==> src/rtl/apb_pkg.sv <==
// Shared types and constants for the APB requester: FSM state encoding,
// PROT bit positions and default bus widths.
`ifndef APB_ADDR_WIDTH
`define APB_ADDR_WIDTH 32
`endif
`ifndef APB_DATA_WIDTH
`define APB_DATA_WIDTH 32
`endif

package apb_pkg;
  localparam int APB_ADDR_WIDTH = `APB_ADDR_WIDTH;
  localparam int APB_DATA_WIDTH = `APB_DATA_WIDTH;

  localparam int PROT_PRIV_BIT    = 0;
  localparam int PROT_NONSEC_BIT  = 1;
  localparam int PROT_INSTR_BIT   = 2;

  typedef enum logic [1:0] {
    IDLE   = 2'd0,
    SETUP  = 2'd1,
    ACCESS = 2'd2,
    RESP   = 2'd3
  } apb_state_e;
endpackage

==> src/rtl/apb_timeout_cnt.sv <==
// Counts ACCESS cycles without pready; expired flags the cycle in which the
// count would reach TIMEOUT. TIMEOUT=0 disables the abort entirely.
module apb_timeout_cnt #(
  parameter int TIMEOUT = 16
) (
  input  logic clk,
  input  logic rst,
  input  logic clear,
  input  logic enable,
  output logic expired
);

  if (TIMEOUT == 0) begin : g_off
    logic unused_inputs;
    assign unused_inputs = ^{clk, rst, clear, enable};
    assign expired = 1'b0;
  end else begin : g_on
    localparam int CW = $clog2(TIMEOUT + 1);
    logic [CW-1:0] cnt_q, cnt_d;

    // The current wait cycle is the TIMEOUT-th one without pready.
    assign expired = enable && (cnt_q == CW'(TIMEOUT - 1));

    always_comb begin
      cnt_d = cnt_q;
      if (clear) begin
        cnt_d = '0;
      end else if (enable && !expired) begin
        cnt_d = cnt_q + 1'b1;
      end
    end

    always_ff @(posedge clk or posedge rst) begin
      if (rst) begin
        cnt_q <= '0;
      end else begin
        cnt_q <= cnt_d;
      end
    end
  end

endmodule

==> src/rtl/apb_master.sv <==
// APB requester: accepts one command on a valid/ready channel, runs a single
// APB transfer and holds the result on a valid/ready response channel.
module apb_master
  import apb_pkg::*;
#(
  parameter int ADDR_WIDTH = APB_ADDR_WIDTH,
  parameter int DATA_WIDTH = APB_DATA_WIDTH,
  parameter int TIMEOUT    = 16
) (
  input  logic                    clk,
  input  logic                    rst,
  // Both channels transfer on a cycle where valid && ready at the rising edge;
  // valid never depends combinationally on ready in either direction.
  input  logic                    cmd_valid,
  output logic                    cmd_ready,
  input  logic                    cmd_write,
  input  logic [ADDR_WIDTH-1:0]   cmd_addr,
  input  logic [DATA_WIDTH-1:0]   cmd_wdata,
  input  logic [DATA_WIDTH/8-1:0] cmd_strb,
  input  logic [2:0]              cmd_prot,
  output logic                    rsp_valid,
  input  logic                    rsp_ready,
  output logic [DATA_WIDTH-1:0]   rsp_rdata,
  output logic                    rsp_slverr,
  output logic                    rsp_timeout,
  output logic                    psel,
  output logic                    penable,
  output logic                    pwrite,
  output logic [ADDR_WIDTH-1:0]   paddr,
  output logic [DATA_WIDTH-1:0]   pwdata,
  output logic [DATA_WIDTH/8-1:0] pstrb,
  output logic [2:0]              pprot,
  input  logic [DATA_WIDTH-1:0]   prdata,
  input  logic                    pready,
  input  logic                    pslverr,
  output apb_state_e              dbg_state
);

  localparam int STRB_W = DATA_WIDTH / 8;

  apb_state_e              state_q, state_d;
  logic                    pwrite_q, pwrite_d;
  logic [ADDR_WIDTH-1:0]   paddr_q, paddr_d;
  logic [DATA_WIDTH-1:0]   pwdata_q, pwdata_d;
  logic [STRB_W-1:0]       pstrb_q, pstrb_d;
  logic [2:0]              pprot_q, pprot_d;
  logic [DATA_WIDTH-1:0]   rsp_rdata_q, rsp_rdata_d;
  logic                    rsp_slverr_q, rsp_slverr_d;
  logic                    rsp_timeout_q, rsp_timeout_d;
  logic                    tmo_clear, tmo_en, tmo_expired;

  assign tmo_clear = (state_q == SETUP);
  assign tmo_en    = (state_q == ACCESS) && !pready;

  apb_timeout_cnt #(.TIMEOUT(TIMEOUT)) u_tmo (
    .clk     (clk),
    .rst     (rst),
    .clear   (tmo_clear),
    .enable  (tmo_en),
    .expired (tmo_expired)
  );

  always_comb begin
    state_d       = state_q;
    pwrite_d      = pwrite_q;
    paddr_d       = paddr_q;
    pwdata_d      = pwdata_q;
    pstrb_d       = pstrb_q;
    pprot_d       = pprot_q;
    rsp_rdata_d   = rsp_rdata_q;
    rsp_slverr_d  = rsp_slverr_q;
    rsp_timeout_d = rsp_timeout_q;
    case (state_q)
      IDLE: begin
        if (cmd_valid) begin
          pwrite_d = cmd_write;
          paddr_d  = cmd_addr;
          pprot_d  = cmd_prot;
          pwdata_d = cmd_write ? cmd_wdata : '0;
          pstrb_d  = cmd_write ? cmd_strb  : '0;
          state_d  = SETUP;
        end
      end
      SETUP: state_d = ACCESS;
      ACCESS: begin
        // pready takes priority over a timeout landing in the same cycle.
        if (pready) begin
          rsp_rdata_d   = pwrite_q ? '0 : prdata;
          rsp_slverr_d  = pslverr;
          rsp_timeout_d = 1'b0;
          state_d       = RESP;
        end else if (tmo_expired) begin
          rsp_rdata_d   = '0;
          rsp_slverr_d  = 1'b0;
          rsp_timeout_d = 1'b1;
          state_d       = RESP;
        end
      end
      RESP: begin
        if (rsp_ready) state_d = IDLE;
      end
      default: state_d = IDLE;
    endcase
  end

  always_ff @(posedge clk or posedge rst) begin
    if (rst) begin
      state_q       <= IDLE;
      pwrite_q      <= 1'b0;
      paddr_q       <= '0;
      pwdata_q      <= '0;
      pstrb_q       <= '0;
      pprot_q       <= '0;
      rsp_rdata_q   <= '0;
      rsp_slverr_q  <= 1'b0;
      rsp_timeout_q <= 1'b0;
    end else begin
      state_q       <= state_d;
      pwrite_q      <= pwrite_d;
      paddr_q       <= paddr_d;
      pwdata_q      <= pwdata_d;
      pstrb_q       <= pstrb_d;
      pprot_q       <= pprot_d;
      rsp_rdata_q   <= rsp_rdata_d;
      rsp_slverr_q  <= rsp_slverr_d;
      rsp_timeout_q <= rsp_timeout_d;
    end
  end

  // Handshake outputs come straight from the state register; reset masks cmd_ready.
  assign cmd_ready   = (state_q == IDLE) && !rst;
  assign rsp_valid   = (state_q == RESP);
  assign psel        = (state_q == SETUP) || (state_q == ACCESS);
  assign penable     = (state_q == ACCESS);
  assign pwrite      = pwrite_q;
  assign paddr       = paddr_q;
  assign pwdata      = pwdata_q;
  assign pstrb       = pstrb_q;
  assign pprot       = pprot_q;
  assign rsp_rdata   = rsp_rdata_q;
  assign rsp_slverr  = rsp_slverr_q;
  assign rsp_timeout = rsp_timeout_q;
  assign dbg_state   = state_q;

endmodule

==> config.mk <==
export PLATFORM = sky130hd
export DESIGN_NAME = apb_master
export DESIGN_NICKNAME = d
export VERILOG_FILES = /design/src/rtl/apb_pkg.sv /design/src/rtl/apb_timeout_cnt.sv /design/src/rtl/apb_master.sv
export SDC_FILE = /design/constraint.sdc
export NUM_CORES = 1
export LEC_CHECK = 0
export ABC_AREA = 1
export CORE_MARGIN = 2
export CORE_UTILIZATION = 40
export CTS_CLUSTER_DIAMETER = 30
export DETAILED_ROUTE_END_ITERATION = 10
export PLACE_DENSITY = 0.91
export SYNTH_ARGS = -nofsm -noshare
export SYNTH_HDL_FRONTEND = slang
export SYNTH_SLANG_ARGS = --single-unit
==> constraint.sdc <==
create_clock -name clk -period 4.8 [get_ports clk]
set_clock_uncertainty 0.05 [all_clocks]
set_input_delay 1.44 -clock clk [delete_from_list [all_inputs] [get_ports clk]]
set_output_delay 1.44 -clock clk [all_outputs]
set_load 0.005 [all_outputs]
# == Word level (Yosys, flattened, before mapping) ==
# Cells that the tools add are included.
# totals
elab_cells,48
register_bits,113
in_bits,110
# op_classes
eq_ne,7
mux,16
add_sub_neg,1
reduce_logical,14
# ops
operator,n
2-to-1 mux 32 bit,4
2-to-1 mux 5 bit,2
2-to-1 mux 2 bit,4
one-hot mux 2 bit (4 select lines),1
"adder 5 x 1 -> 5 bit, second input constant",1
"equality test 5 x 4 -> 1 bit, second input constant",1
"equality test 2 bit, second input constant",2
logical AND 1 bit,4
2-to-1 mux 1 bit,4
2-to-1 mux 4 bit,1
AND reduction 2 bit,2
nonzero test 2 bit,2
zero test 1 bit,3
"inequality test 3 x 1 -> 1 bit, second input constant",1
AND reduction 3 bit,1
"equality test 2 x 1 -> 1 bit, second input constant",1
zero test 2 bit,1
"inequality test 2 x 1 -> 1 bit, second input constant",1
"inequality test 2 bit, second input constant",1
logical OR 1 bit,1

# == Longest topological paths before layout ==
# logic_depth
depth_word,7
mapped_depth,10

# == Cells and area by module ==
# Synthesis repeated with hierarchy kept, for this count alone.
# hier_totals
cells_unflattened,529
area_unflattened_um2,4659.5
# modules_own_cells
mod,cells_each,n_inst,seq_area_each_um2,area_per_inst_um2
apb_master,490,1,2702.6,4377.9
apb_timeout_cnt,39,1,125.1,281.5

# == Worst setup path before layout ==
# Ideal clock, no wire load.
# synth_path
path_kind,in2out
startpoint,in rst
endpoint,out cmd_ready
arrival_time_ns,1.546
t_required_ns,3.310
path_stages,1
setup_slack_ns,1.764
cell_sequence,nor2_1
# synth_between
elab_chain_len,2
# synth_lines
element,line_no,source
from (decl),apb_master.sv:11,"input logic rst,"
zero test 1 bit (no line),-,
logical AND 1 bit,apb_master.sv:131,assign cmd_ready = (state_q == IDLE) && !rst;
to (decl),apb_master.sv:15,"output logic cmd_ready,"
# No other way between the ends.

# == Worst setup path in the final report ==
# Ends and elaborated chain as after synthesis.

==> reports/qor.yml <==
synthArstFlopShare_pct: 100.0
synthesis.area_sq_um: 4573
tightest_slew_ns: 0.9803
nNetsFinal: 852
critical_path_class: "input port to output pin"
drive_above_1_share_pct: 5.749
syn_nets: 634
first_global_vias: 4186
worst_setup_path_end_kind: "output pin"
worstReg2RegEnd: "rsp_rdata[30]"
power.density_nw_per_um2: 601.6
grt_usage_pct: 20.87
io_buffers: 221
stdcell_count: 891
cp-start-kind: "input port"
routed_wl_um: 12330
endpoint: "cmd_ready"
drt_iter0_drc: 157
die_w_um: 110.9
yosysSeqAreaShare_pct: 61.83
max_freq_ghz: 0.2487
cts_resized: 0
synth-seq-cells: 113
fin_crit_ns: 4.020
via_per_inst: 4.646
cts_buffers: 17
synth_edf_count: 0
grt_max_degree: 91
cts_max_path_buffers: 2
post_cts_buffers: 0
ys_types: 19
cts.clk_slew.worst_paths_ns: 0.05
status: "completed"
hold_buffers: 0
gp_congestion: 0.7949
ff2ff_setup_slack_ns: 2.43
n_antenna_cell: 0
rows: 39
timing.final.setup_violations: 0
antenna_found_initial: 0
relSlewSlack_pct: 34.40
area_growth_pct: 63.04
clk_latency_ns: 0.40
ios: 222
die_area_sq_um: 12300
power_w: 0.004486
grt_pass1_wl_um: 20550
grt_overflow: 0
startpoint: "rst"
core_area_sq_um: 11270
clock_sinks: 113
hpwl_um: 8721
ant_nets: 0
cts_root_buf: "clkbuf_16"
crit_fanout: 2
dp.cells: 859
yosys_most_used_dff: "dfrtp_1"
final_util_pct: 66.15
rr_startpoint: "u_tmo.g_on.cnt_q[1]"
vias: 4140
syn_area_per_cell_sq_um: 8.846
r2r_cells: 8
power_leakage_nw: 3.437
wl_per_cell_um: 13.84
min_period_over_period_pct: 83.75
drc: 0
cts_tree: "yes"
hold_viol: 0
initial_core_util_pct: 40.57
first_pass_iters: 6
synth_cells: 517
maxCapViolCount: 0
ir_drop_v: 0.0004291
ys.warnings.count: 0
cts-htree-levels: 4
finalSetupTns_ns: 0
rsz0062_at_grt: "no"
fp.dieH_um: 110.9
hold_class: "flip-flop to flip-flop"
arrival_ns: 2.53
slew_viol_final: 0
required_ns: 3.31
## critical path, stage by stage
cell             delay, ns
clkdlybuf4s50_1       0.47
nor2_1                0.12
clkdlybuf4s50_1       0.50
## placed cells by master (no fill, tap or decap), types with 2 or more instances in the layout
cell	count
ha_1	7
bufinv_16	2
clkbuf_8	2
dfrtp_1	113
buf_4	5
inv_1	11
clkinvlp_4	3
nand2_1	262
clkbuf_1	2
clkinv_2	6
nor2_1	8
clkbuf_16	17
nand3_1	6
o21ai_1	30
clkdlybuf4s50_1	221
inv_2	2
o21ai_0	44
## kinds of logic after synthesis
group / share of synthesized area, %
buffers and inverters: 4.514
and+or+nand+nor: 23.34
DFF: 61.83
adders and majority gates: 1.915
AOI/OAI and AO/OA: 8.399
## registers in the layout, summed over array words and instances (netlist names)
| name | cells |
|---|---|
| rsp_timeout | 1 |
| pwrite | 1 |
| u_tmo.g_on.cnt_q | 5 |
| pprot | 3 |
| pwdata | 32 |
| paddr | 32 |
| rsp_slverr | 1 |
| rsp_rdata | 32 |
| pstrb | 4 |
| dbg_state | 2 |
## per-layer routing
| layer | wire length (um) | vias to the layer above | track usage (%) |
|---|---|---|---|
| met5 | 0 | - | 0 |
| met4 | 125 | 0 | 6.500 |
| met3 | 1023 | 9 | 7.490 |
| met2 | 6060 | 165 | 34.31 |
| met1 | 5123 | 1915 | 25.88 |
| li1 | - | 2051 | - |
## synth_stat cells, types with 3 or more instances
library cell  instances  area [sq um]
buf_2                14         70.07
o21ai_0              44         220.2
nand3_1               6         30.03
nor2_1                8         30.03
dfrtp_1             113          2828
inv_1                12         45.04
nand2_1             262         983.4
clkbuf_1              8         30.03
buf_6                 3         33.78
o21ai_1              30         150.1
ha_1                  7         87.58
## worst min-delay path by stage
stage                startpoint     endpoint  slack, ns  cells after the start
floorplan           rsp_timeout  rsp_timeout       0.42                      2
global placement    rsp_timeout  rsp_timeout       0.40                      2
detailed placement    paddr[30]    paddr[30]       0.41                      2
CTS                   paddr[30]    paddr[30]       0.43                      2
global route           paddr[2]     paddr[2]       0.44                      2
finish                paddr[15]    paddr[15]       0.42                      2
## where the power goes
group | switching, W | leakage [nW] | internal (W) | total (W)
clock network | 0.000423 | 0.278 | 0.000784 | 0.00121
registers | 0.000236 | 1.47 | 0.00135 | 0.00159
logic | 0.000712 | 1.69 | 0.000979 | 0.00169
## metrics by stage
step                instance area (sq um)  worst slack (ns)  hold slack [ns]
finish                               7456            0.7798           0.4232
global route                         7456            0.7224           0.4424
floorplan                            4573            0.3226           0.4150
CTS                                  7456            0.7696           0.4288
detailed placement                   6883            0.7740           0.4138
global placement                     6883            0.7667           0.4033
## area by class of cell
type | instances | area, sq um
tap | 143 | 178.9
clock buffer | 21 | 460.4
inverter | 14 | 55.05
multi-input combinational | 362 | 1551
sequential | 113 | 2828
fill | 856 | 3816
clock inverter | 11 | 112.6
timing repair buffer | 227 | 2270
(Power assumes the default switching activity.)
